[src/rtl/decoder_scan_n_if.sv]
// Bundles the select/control inputs and decoded outputs of decoder_scan_n.
// The slave modport is the decoder's view; master is the driver's view.
interface decoder_scan_n_if #(
  parameter int SEL_W   = 2,
  parameter int DWELL_W = 4
);
  logic [SEL_W-1:0]      sel_in;
  logic                  en_in;
  logic                  start_in;
  logic                  stop_in;
  logic [DWELL_W-1:0]    dwell_in;
  logic [2**SEL_W-1:0]   y_out;
  logic [SEL_W-1:0]      idx_out;
  logic                  busy_out;
  logic                  wrap_out;

  modport slave (
    input  sel_in, en_in, start_in, stop_in, dwell_in,
    output y_out, idx_out, busy_out, wrap_out
  );

  modport master (
    output sel_in, en_in, start_in, stop_in, dwell_in,
    input  y_out, idx_out, busy_out, wrap_out
  );
endinterface

[src/rtl/decoder_scan_n.sv]
// Registered one-hot decoder with an auto-scan mode that steps the index with a programmable dwell.
// All outputs are registered: one cycle from inputs to y_out/idx_out; en_in low blanks and freezes the scan.
module decoder_scan_n #(
  parameter int SEL_W      = 2,
  parameter int ACTIVE_LOW = 0,
  parameter int DWELL_W    = 4
) (
  input  logic             clk_in,
  input  logic             rst_in,
  decoder_scan_n_if.slave  bus
);
  localparam int N = 2**SEL_W;
  localparam logic [N-1:0] BLANK = (ACTIVE_LOW != 0) ? {N{1'b1}} : {N{1'b0}};

  typedef enum logic {IDLE, SCAN} state_t;

  state_t               r_state, w_state;
  logic [SEL_W-1:0]     r_idx, w_idx;
  logic [N-1:0]         r_y, w_y;
  logic                 r_busy, w_busy;
  logic                 r_wrap, w_wrap;
  logic [DWELL_W-1:0]   r_cnt, w_cnt;
  logic [DWELL_W-1:0]   r_dwell, w_dwell;

  function automatic logic [N-1:0] decode(input logic [SEL_W-1:0] idx, input logic en);
    logic [N-1:0] oh;
    oh      = '0;
    oh[idx] = 1'b1;
    if (!en)
      return BLANK;
    return (ACTIVE_LOW != 0) ? ~oh : oh;
  endfunction

  always_ff @(posedge clk_in or posedge rst_in) begin
    if (rst_in) begin
      r_state <= IDLE;
      r_idx   <= '0;
      r_y     <= BLANK;
      r_busy  <= 1'b0;
      r_wrap  <= 1'b0;
      r_cnt   <= '0;
      r_dwell <= '0;
    end else begin
      r_state <= w_state;
      r_idx   <= w_idx;
      r_y     <= w_y;
      r_busy  <= w_busy;
      r_wrap  <= w_wrap;
      r_cnt   <= w_cnt;
      r_dwell <= w_dwell;
    end
  end

  always_comb begin
    w_state = r_state;
    w_idx   = r_idx;
    w_y     = r_y;
    w_busy  = r_busy;
    w_wrap  = 1'b0;
    w_cnt   = r_cnt;
    w_dwell = r_dwell;
    case (r_state)
      IDLE: begin
        w_idx  = bus.sel_in;
        w_y    = decode(bus.sel_in, bus.en_in);
        w_busy = 1'b0;
        // stop has priority over a simultaneous start
        if (bus.start_in && !bus.stop_in) begin
          w_state = SCAN;
          w_busy  = 1'b1;
          w_dwell = bus.dwell_in;
          w_cnt   = '0;
        end
      end
      SCAN: begin
        if (bus.stop_in) begin
          w_state = IDLE;
          w_busy  = 1'b0;
          w_cnt   = '0;
          w_idx   = bus.sel_in;
          w_y     = decode(bus.sel_in, bus.en_in);
        end else if (bus.en_in) begin
          if (r_cnt == r_dwell) begin
            w_cnt  = '0;
            w_idx  = r_idx + SEL_W'(1);
            w_wrap = (r_idx == {SEL_W{1'b1}});
          end else begin
            w_cnt = r_cnt + DWELL_W'(1);
          end
          w_y = decode(w_idx, 1'b1);
        end else begin
          // disabled: hold index and dwell position, blank the outputs
          w_y = BLANK;
        end
      end
      default: w_state = IDLE;
    endcase
  end

  assign bus.y_out    = r_y;
  assign bus.idx_out  = r_idx;
  assign bus.busy_out = r_busy;
  assign bus.wrap_out = r_wrap;
endmodule

[src/flat_wrapper.sv]
// flat-port wrapper written by rule: the top's interface ports become plain ports
module decoder_scan_n_flat 
#(
  parameter int SEL_W      = 2,
  parameter int ACTIVE_LOW = 0,
  parameter int DWELL_W    = 4
)
  (clk_in, rst_in, bus_sel_in, bus_en_in, bus_start_in, bus_stop_in, bus_dwell_in, bus_y_out, bus_idx_out, bus_busy_out, bus_wrap_out);
  decoder_scan_n_if #(.SEL_W(SEL_W), .DWELL_W(DWELL_W)) bus_i ();
  input  logic clk_in;
  input  logic rst_in;
  input wire logic [$bits(bus_i.sel_in)-1:0] bus_sel_in;
  input wire logic [$bits(bus_i.en_in)-1:0] bus_en_in;
  input wire logic [$bits(bus_i.start_in)-1:0] bus_start_in;
  input wire logic [$bits(bus_i.stop_in)-1:0] bus_stop_in;
  input wire logic [$bits(bus_i.dwell_in)-1:0] bus_dwell_in;
  output wire logic [$bits(bus_i.y_out)-1:0] bus_y_out;
  output wire logic [$bits(bus_i.idx_out)-1:0] bus_idx_out;
  output wire logic [$bits(bus_i.busy_out)-1:0] bus_busy_out;
  output wire logic [$bits(bus_i.wrap_out)-1:0] bus_wrap_out;
  assign bus_i.sel_in = bus_sel_in;
  assign bus_i.en_in = bus_en_in;
  assign bus_i.start_in = bus_start_in;
  assign bus_i.stop_in = bus_stop_in;
  assign bus_i.dwell_in = bus_dwell_in;
  assign bus_y_out = bus_i.y_out;
  assign bus_idx_out = bus_i.idx_out;
  assign bus_busy_out = bus_i.busy_out;
  assign bus_wrap_out = bus_i.wrap_out;
  decoder_scan_n #(.SEL_W(SEL_W), .ACTIVE_LOW(ACTIVE_LOW), .DWELL_W(DWELL_W)) u_core (.clk_in(clk_in), .rst_in(rst_in), .bus(bus_i));
endmodule
[config.mk]
export PLATFORM = sky130hd
export DESIGN_NAME = decoder_scan_n_flat
export DESIGN_NICKNAME = d
export VERILOG_FILES = /design/src/rtl/decoder_scan_n_if.sv /design/src/rtl/decoder_scan_n.sv /design/src/flat_wrapper.sv
export SDC_FILE = /design/constraint.sdc
export NUM_CORES = 1
export LEC_CHECK = 0
export BUFFER_PORTS_ARGS = -buffer_cell sky130_fd_sc_hd__buf_4
export CAP_MARGIN = 30
export CORE_MARGIN = 4
export CORE_UTILIZATION = 50
export CTS_BUF_LIST = sky130_fd_sc_hd__clkbuf_8
export DETAILED_ROUTE_END_ITERATION = 10
export GPL_TIMING_DRIVEN = 1
export MAX_ROUTING_LAYER = met4
export PLACE_DENSITY = 0.77
export SKIP_CTS_REPAIR_TIMING = 1
export SYNTH_ARGS = -nofsm -noshare
export SYNTH_HDL_FRONTEND = slang
export SYNTH_SLANG_ARGS = --single-unit
[constraint.sdc]
create_clock -name clk_in -period 1.55 [get_ports clk_in]
set_input_delay 0.0775 -clock clk_in [delete_from_list [all_inputs] [get_ports clk_in]]
set_output_delay 0.0775 -clock clk_in [all_outputs]
set_load 0.005 [all_outputs]
==> impl_metrics.csv, run 1 <==
group,metric,value,unit
placement,dp_hpwl,1.27,mm
outcome,outcome,"completed",
critical_path,cp_data_arrival_time,1.66,ns
cts,h-tree-depth,1,
sta,finalSetupViolCount,0,
detailed_routing,via_per_inst,5.40,
grt,grt_overflow,0,
critical_path,crit_fanout,6,
detailed_routing,num_vias,734,
cts,worstSkewPairLatency,0.25,ns
grt,track_usage,0.160,
cts,cts_buffers,3,
sta,rsz0062_at_grt,"yes",
power,power.leakage,0.574,nW
finish,finalNonFillerCells,136,
finish,area_growth,31.7,%
synth,syn_area_per_cell,10.8,um2
critical_path,crit_type,"reg -> reg",
synth,synth_edf_count,0,
synth,synth_ff_type,"dfrtp_1",
critical_path,crit_required,1.68,ns
min_path,hold_class,"in -> reg",
sta,fmax,654,MHz
critical_path,crit_path_cell_trace,"xor2_2, nor4_4, buf_6, nor2_1, mux2_2",
synth,ys_seq_elements,17,
critical_path,critPathTopFamily,"flip-flops",
critical_path,cpPeakStageDelay,0.41,ns
detailed_routing,wl_per_cell,13.6,um
synth,yosysWarningCount,0,
cts,clkTransAtPathRegs,0.07,ns
sta,hold_viol,0,
synth,syn_nets,96,
floorplan,row_count,15,
detailed_routing,drt_pass1_iterations,4,
floorplan,ioPinCount,19,
floorplan,initial_utilization,0.525,
synth,syn_area,896,um2
sta,final.min_clock_period,1.53,ns
grt,grt_pass1_wl,3.06,mm
power,peakVddDrop,0.793,mV
floorplan,core,0.00171,mm2
placement,dpl.cell_count,128,
finish,drive_gt1_frac,0.387,
floorplan,die_w,50.3,um
critical_path,crit_buf_inv,1,
sta,tightestPinTransition,0.614,ns
run,cap_violations,0,
critical_path,end_kind,"flop",
synth,netlist-cell-type-count,35,
floorplan,die_y,50.3,um
sta,skew,0.00256,ns
synth,ys_seq_area_frac,0.475,
sta,fin_hold_ws,0.0257,ns
cts,tritoncts,"done",
finish,fin_nets,125,
cts,ctsLongestPathBuffers,2,
sta,min_period_over_period,0.987,
critical_path,slowest_stage,"dfrtp_1",
grt,grt_pass1_vias,676,
sta,drv_slew,0,
detailed_routing,wl,1.85,mm
grt,grt_max_degree,18,
floorplan,die-area,0.00253,mm2
placement,portBuffers,18,
cts,cts_sinks,17,
cts,cts-root-buf,"clkbuf_8",
synth,synth_cells,83,
detailed_routing,drt_iter0_markers,11,
detailed_routing,final_antenna_net_count,0,
critical_path,cp-start-kind,"flop",
synth,synthArstFlopShare,1.00,
grt,antenna_found_initial,0,
power,power.density,930,mW/mm2
sta,max-slew-margin-rel,0.590,
detailed_routing,route.detailed.drc,0,
finish,antenna_cells,0,
placement,place.gp.congestion,0.863,
## per-stage QoR
stage	TNS, ns	util	instance area, um2	worst slack (ns)	power (W)
after CTS	0	0.661	1130	0.0149	0.00109
after floorplan	0	-	896	0.0131	0.000664
after detailed placement	0	0.634	1080	0.0358	0.000751
after global routing	-0.131	0.691	1180	-0.0365	0.00115
after global placement	0	0.634	1080	0.0648	0.000746
final	0	0.691	1180	0.0206	0.00110
## final timing paths
kind	slack [ns]	cells past startpoint	startpoint	endpoint
setup reg to reg	0.02	5	u_core.r_dwell[2]$_DFFE_PP0P_	u_core.r_cnt[0]$_DFFE_PP0P_
setup / recovery	0.02	5	u_core.r_dwell[2]$_DFFE_PP0P_	u_core.r_cnt[0]$_DFFE_PP0P_
hold / removal	0.03	2	bus_stop_in	u_core.r_state$_DFF_PP0_
hold reg to reg	0.49	1	u_core.bus.busy_out$_DFFE_PP0P_	u_core.bus.busy_out$_DFFE_PP0P_
min in group asynchronous	0.47	3	rst_in	u_core.bus.busy_out$_DFFE_PP0P_
max in group asynchronous	0.68	3	rst_in	u_core.bus.idx_out[0]$_DFFE_PP0P_
## where the power goes
part	switching (W)	internal (W)	total, W	leakage [nW]
Clock	0.000151	0.000176	0.000327	0.0269
Combinational	0.000120	0.000134	0.000254	0.329
Sequential	0.0000316	0.000484	0.000516	0.219
## metal layers
layer  vias to the layer above  share of wire  GRT usage
met1                       345           0.43      0.202
met3                         4          0.059     0.0386
met4                         0         0.0092     0.0404
met2                        28           0.50      0.261
li1                        357              -          -
met5                         -              0          -
## sequential cells by signal, indices dropped and copies added (netlist names)
register,flops
u_core.bus.busy_out,1
u_core.r_state,1
u_core.bus.wrap_out,1
u_core.bus.idx_out,2
u_core.bus.y_out,4
u_core.r_cnt,4
u_core.r_dwell,4
## layout by cell type (no fill, tap or decap), drive strengths merged, types with 2 or more instances in the layout
master,n
buf,27
dfrtp,17
nor2,8
inv,5
nand2,5
mux2,5
nand3,4
xor2,4
clkbuf,3
nor4,3
nand3b,2
nor3,2
nand4b,2
nand4,2
o211ai,2
o311ai,2
ha,2
a211o,2
## final cells by class
cell class / count / area, um2
well taps: 25 / 31.3
inverters: 4 / 15.0
clock buffers: 3 / 41.3
clock inverters: 1 / 3.75
repair buffers: 28 / 216
multi-input cells: 58 / 447
fillers: 120 / 528
flip-flops and latches: 17 / 425
## cells in the mapped netlist, types with 2 or more instances
| cell | n | area share |
|---|---|---|
| clkbuf_1 | 2 | 0.0084 |
| ha_1 | 2 | 0.028 |
| nor2_1 | 7 | 0.029 |
| nor4_1 | 2 | 0.014 |
| nand4b_1 | 2 | 0.020 |
| nand3b_1 | 2 | 0.017 |
| inv_1 | 4 | 0.017 |
| xor2_1 | 4 | 0.039 |
| nand4_1 | 2 | 0.014 |
| nor3_1 | 2 | 0.011 |
| o311ai_0 | 2 | 0.020 |
| o211ai_1 | 2 | 0.017 |
| nand2_1 | 5 | 0.021 |
| dfrtp_1 | 17 | 0.47 |
| mux2_2 | 5 | 0.063 |
| nand3_1 | 4 | 0.022 |
## logic make-up after synthesis
kind of cell | count (synthesis) | synth area share
AO/OA/AOI/OAI | 13 | 0.115
XOR/XNOR | 4 | 0.0391
adder cells (fa/ha/maj) | 2 | 0.0279
buffers and inverters | 8 | 0.0433
flip-flops | 17 | 0.475
multiplexers | 6 | 0.0740
AND/OR/NAND/NOR | 33 | 0.226
No activity file was read; power rests on OpenSTA's default activity.
==> run 2, diff against run 1 <==
CORE_MARGIN = 2   (was 4)
CORE_UTILIZATION = 47   (was 50)
CTS_BUF_LIST = not set   (was sky130_fd_sc_hd__clkbuf_8)
PLACE_DENSITY = 0.73   (was 0.77)
==> run 2 against run 1 <==
Net effect: global-route usage increased by 2.7 points; largest power group unchanged; via count up 0.27%; combinational power is 4% higher; register-to-register slack hardly changed; design area decreased by 0.21%; non-clock buffer count up 1; fmax about the same; utilization is 2.3 points lower; sequential share of layout area is 0.077 points higher.
==> impl_metrics.csv, run 2 (synthesis results as in run 1) <==
group,metric,value,unit
outcome,outcome,"completed",
placement,dp_hpwl,1.26,mm
sta,rsz0062_at_grt,"yes",
critical_path,slowest_stage,"dfrtp_1",
min_path,hold_class,"in -> reg",
cts,cts_sinks,17,
critical_path,cp-start-kind,"flop",
power,p_total,0.000998,W
cts,cts-root-buf,"clkbuf_4",
finish,area_growth,31.4,%
floorplan,row_count,15,
finish,fin_nets,126,
critical_path,cp_data_arrival_time,1.71,ns
floorplan,initial_utilization,0.508,
sta,skew,0.00284,ns
sta,finalSetupViolCount,0,
grt,grt_pass1_vias,640,
cts,clkTransAtPathRegs,0.09,ns
critical_path,timing.rr.end,"u_core.r_cnt[0]$_DFFE_PP0P_",
finish,layout_common_cells,"buf_4, dfrtp_1, nor2_1, nand2_1",
detailed_routing,num_vias,736,
detailed_routing,wl_per_cell,12.8,um
sta,drv_slew,0,
critical_path,reg2reg_slack,0.02,ns
sta,finalWorstSetupSlack,0.0193,ns
grt,grt_overflow,0,
grt,grt_pass1_wl,2.77,mm
critical_path,end_kind,"flop",
cts,worstSkewPairLatency,0.28,ns
critical_path,cpPeakStageDelay,0.41,ns
critical_path,r2r.worst_path.cells,5,
finish,final_common_cell,"buf_4",
grt,grt_max_degree,18,
detailed_routing,drt_iter0_markers,8,
sta,hold_viol,0,
critical_path,crit_required,1.73,ns
min_path,holdPathStages,2,
min_path,hold_path_end,"u_core.r_dwell[3]$_DFFE_PP0P_",
floorplan,die-area,0.00227,mm2
sta,fin_hold_ws,0.0211,ns
sta,final.min_clock_period,1.53,ns
sta,tightestPinTransition,0.616,ns
finish,drive_gt1_frac,0.393,
critical_path,crit_path_cell_trace,"xor2_2, nor4_4, buf_6, nor2_2, mux2_4",
detailed_routing,via_per_inst,5.37,
cts,cts_buffers,3,
finish,postLayoutCoreUtil,0.667,
sta,min_period_over_period,0.988,
detailed_routing,drt_pass1_iterations,4,
min_path,hold_start,"bus_dwell_in[3]",
placement,pre_cts_slack,-0.0132,ns
sta,max-slew-margin-rel,0.589,
finish,antenna_cells,0,
critical_path,crit_type,"reg -> reg",
floorplan,ioPinCount,19,
grt,track_usage,0.188,
detailed_routing,wl,1.75,mm
placement,portBuffers,18,
critical_path,critPathTopFamily,"flip-flops",
power,power.density,848,mW/mm2
floorplan,die_w,47.7,um
critical_path,rr_startpoint,"u_core.r_dwell[2]$_DFFE_PP0P_",
cts,tritoncts,"done",
critical_path,crit_fanout,6,
power,peakVddDrop,0.535,mV
finish,fillers,164,
cts,ctsLongestPathBuffers,2,
run,cap_violations,0,
placement,place.gp.congestion,0.818,
detailed_routing,route.detailed.drc,0,
sta,fin_tns_setup,0,ns
floorplan,die_y,47.7,um
floorplan,core,0.00176,mm2
power,power.leakage,0.568,nW
cts,h-tree-depth,1,
grt,antenna_found_initial,0,
detailed_routing,final_antenna_net_count,0,
sta,fmax,653,MHz
critical_path,crit_buf_inv,1,
[run 2: cell count changes in the layout (fill, tap and decap cells not counted), sizes merged]
cell,previous run,this run
clkbuf,3,4
dlygate4sd3,1,2
inv,5,4
[run 2: where the power goes]
part	internal, W	total, W	switching (W)
sequential	0.000484	0.000511	0.0000272
clock	0.000100	0.000223	0.000123
combinational	0.000136	0.000265	0.000129
[run 2: routing by layer]
layer  part of all wire  up-vias  GRT usage
met4              0.011        0     0.0649
met3              0.046        4     0.0679
met1               0.47      354      0.230
met5                  0        -          -
met2               0.47       17      0.286
li1                   -      361          -
[run 2: layout make-up]
type	instances	area (um2)	area share
multi-input combinational	58	452	0.384
sequential	17	425	0.361
timing repair buffer	29	228	0.193
tap	25	31.3	0.0266
clock buffer	4	26.3	0.0223
inverter	4	15.0	0.0128
[run 2: how the worst max path moves through the flow]
stage | from | end | slack, ns | depth (start not counted)
finish | u_core.r_dwell[2]$_DFFE_PP0P_ | u_core.r_cnt[0]$_DFFE_PP0P_ | 0.02 | 5
global placement | u_core.r_dwell[0]$_DFFE_PP0P_ | u_core.bus.y_out[0]$_DFF_PP0_ | 0.02 | 5
global route | u_core.r_dwell[2]$_DFFE_PP0P_ | u_core.bus.idx_out[0]$_DFFE_PP0P_ | -0.05 | 5
CTS | u_core.r_dwell[0]$_DFFE_PP0P_ | u_core.bus.y_out[0]$_DFF_PP0_ | -0.04 | 5
detailed placement | u_core.r_dwell[0]$_DFFE_PP0P_ | u_core.bus.y_out[0]$_DFF_PP0_ | -0.01 | 5
floorplan | u_core.r_cnt[0]$_DFFE_PP0P_ | u_core.r_cnt[3]$_DFFE_PP0P_ | 0.01 | 5
[run 2: through the flow]
| stage | cells | instance area (um2) |
|---|---|---|
| floorplan | 83 | 896 |
| global placement | 128 | 1080 |
| detailed placement | 128 | 1080 |
| CTS | 132 | 1110 |
| global route | 137 | 1180 |
| finish | 137 | 1180 |
==> run 3, diff against run 2 <==
ABC_AREA = 1   (was not set)
==> run 3 against run 2 <==
Net effect: combinational power rose by 8.7%; wire length rose by 6.6%; via count rose by 8.0%; cell count rose by 20%; critical endpoint is now u_core.bus.y_out[2]$_DFF_PP0_; sequential share of layout area rose by 0.59 points; non-clock buffer count fell by 9; clock power rose by 7%; utilization fell by 7.1 points; synthesized cell count rose by 37%.
==> impl_metrics.csv, run 3 <==
group,metric,value,unit
power,peakVddDrop,0.540,mV
cts,cts_sinks,17,
finish,fin_nets,151,
sta,fin_hold_ws,0.0234,ns
run,cap_violations,0,
placement,dp_hpwl,1.48,mm
sta,tightestPinTransition,0.637,ns
sta,fin_tns_setup,0,ns
finish,drive_gt1_frac,0.292,
synth,syn_nets,127,
cts,worstSkewPairLatency,0.29,ns
critical_path,r2r.worst_path.cells,9,
floorplan,ioPinCount,19,
grt,grt_max_degree,18,
power,pwr-share-clk,0.229,
synth,synthArstFlopShare,1.00,
critical_path,cp_data_arrival_time,1.51,ns
synth,netlist-cell-type-count,21,
power,power.density,903,mW/mm2
sta,hold_viol,0,
critical_path,crit_cells,9,
floorplan,row_count,16,
sta,min_period_over_period,0.852,
critical_path,end_kind,"flop",
cts,tritoncts,"done",
floorplan,die_w,49.0,um
cts,clkTransAtPathRegs,0.10,ns
detailed_routing,via_per_inst,4.85,
detailed_routing,route.detailed.drc,0,
critical_path,critPathTopFamily,"simple AND/OR/NAND/NOR gates",
sta,fmax,757,MHz
power,intPower,0.000698,W
critical_path,crit_required,1.74,ns
sta,rsz0062_at_grt,"no",
synth,yosysTopAreaCellShare,0.448,
detailed_routing,wl_per_cell,11.4,um
sta,final.min_clock_period,1.32,ns
finish,regArea,425,um2
synth,ys_seq_area_frac,0.448,
synth,synth_most_common_cell,"nand2_1",
critical_path,crit_fanout,9,
finish,fillers,192,
detailed_routing,drt_pass1_iterations,4,
min_path,hold_class,"in -> reg",
synth,synth_common_cells,"nand2_1, dfrtp_1, nand3_1",
grt,grt_overflow,0,
grt,grt_pass1_wl,3.28,mm
critical_path,cp-start-kind,"flop",
grt,grt_pass1_vias,778,
detailed_routing,wl,1.87,mm
placement,portBuffers,18,
detailed_routing,final_antenna_net_count,0,
sta,drv_slew,0,
sta,skew,0.00466,ns
floorplan,die-area,0.00240,mm2
critical_path,crit_path_cell_trace,"inv_1, nand2_1, nand2_2, nor2_8, nand2_4, nand2_1, nand2_1, nand3_1, nand2_1",
finish,multiInputGateArea,464,um2
synth,syn_area,950,um2
cts,h-tree-depth,1,
cts,cts-root-buf,"clkbuf_4",
power,combinationalPowerShare,0.276,
synth,synth_cells,114,
grt,antenna_found_initial,0,
min_path,holdPathStages,3,
sta,finalSetupViolCount,0,
critical_path,crit_type,"reg -> reg",
placement,place.gp.congestion,0.800,
finish,area_growth,22.0,%
power,power.leakage,0.636,nW
synth,ys_top_cells_by_area,"dfrtp_1, nand2_1, nand3_1",
critical_path,slowest_stage,"dfrtp_1",
cts,cts_buffers,3,
synth,synth_area_leader_cell,"dfrtp_1",
finish,final_common_cell,"nand2_1",
grt,track_usage,0.182,
power,power.share.switching,0.333,
synth,synth_ff_type,"dfrtp_1",
finish,layout_common_cells,"nand2_1, buf_4, dfrtp_1, nand3_1, inv_1",
synth,syn_area_per_cell,8.33,um2
detailed_routing,drt_iter0_markers,10,
cts,ctsLongestPathBuffers,2,
critical_path,cpPeakStageDelay,0.42,ns
detailed_routing,num_vias,795,
critical_path,path_common_cell,"nand2_1",
outcome,outcome,"completed",
sta,finalWorstSetupSlack,0.229,ns
sta,max-slew-margin-rel,0.575,
placement,pre_cts_slack,0.268,ns
synth,ys_seq_elements,17,
synth,yosysWarningCount,0,
floorplan,initial_utilization,0.489,
synth,synth_edf_count,0,
floorplan,die_y,49.0,um
finish,antenna_cells,0,
power,power_frac_seq,0.495,
critical_path,crit_buf_inv,1,
power,p_switching,0.000348,W
floorplan,core,0.00194,mm2
run 3: changes by cell type after synthesis, sizes merged, moves of 3 or more:
cell / delta
nand2: +33
inv: +10
nand3: +11
nor2: +3
mux2: -5
nor4: -3
a21oi: +5
o21ai: +3
xor2: -3
run 3: stage by stage:
step / power (W) / area, um2 / cells / util
4_1_cts: 0.00106 / 1150 / 163 / 0.591
5_1_grt: 0.00112 / 1160 / 164 / 0.597
6_report: 0.00105 / 1160 / 164 / 0.597
3_3_place_gp: 0.000807 / 1120 / 159 / 0.577
3_5_place_dp: 0.000816 / 1120 / 159 / 0.577
2_1_floorplan: 0.000731 / 950 / 114 / -
run 3: power by group through the flow:
stage,clock (W),sequential (W),combinational [W]
3_3_place_gp,0,0.000526,0.000281
6_report,0.000239,0.000518,0.000288
5_1_grt,0.000268,0.000525,0.000325
2_1_floorplan,0,0.000522,0.000209
4_1_cts,0.000257,0.000518,0.000290
3_5_place_dp,0,0.000526,0.000290
run 3: logic make-up after synthesis:
group	after synthesis	synth area share
buffers and inverters	15	0.0632
adder cells (fa/ha/maj)	2	0.0263
flip-flops	17	0.448
AO/OA/AOI/OAI	10	0.0553
AND/OR/NAND/NOR	69	0.398
XOR/XNOR	1	0.00922
run 3: worst paths after layout:
path / from / end / slack [ns]
min in group asynchronous: rst_in / u_core.bus.idx_out[0]$_DFFE_PP0P_ / 0.42
setup / recovery: u_core.r_cnt[0]$_DFFE_PP0P_ / u_core.bus.y_out[2]$_DFF_PP0_ / 0.23
setup reg to reg: u_core.r_cnt[0]$_DFFE_PP0P_ / u_core.bus.y_out[2]$_DFF_PP0_ / 0.23
hold reg to reg: u_core.bus.busy_out$_DFFE_PP0P_ / u_core.bus.busy_out$_DFFE_PP0P_ / 0.50
hold / removal: bus_dwell_in[0] / u_core.r_dwell[0]$_DFFE_PP0P_ / 0.02
max in group asynchronous: rst_in / u_core.bus.idx_out[1]$_DFFE_PP0P_ / 0.72
run 3: layer usage:
layer  track usage  routed length [um]  vias to the layer above
met5             -                   0                        -
met2         0.297                 963                       12
met3        0.0276                  46                        4
li1              -                   -                      409
met1         0.229                 837                      370
met4        0.0714                  21                        0
run 3: worst min-delay path: cells and delay by family:
family	cells	cell delay (ns)
compound gates	1	0.10
buf+inv	1	0.08
simple gates	1	0.03
run 3: final cells by class:
type                            instances  share of cell area
Multi-Input combinational cell         82               0.401
Sequential cell                        17               0.367
Timing Repair Buffer                   20               0.132
Inverter                               14              0.0475
Tap cell                               27              0.0292
Clock buffer                            3              0.0194
Clock inverter                          1             0.00432
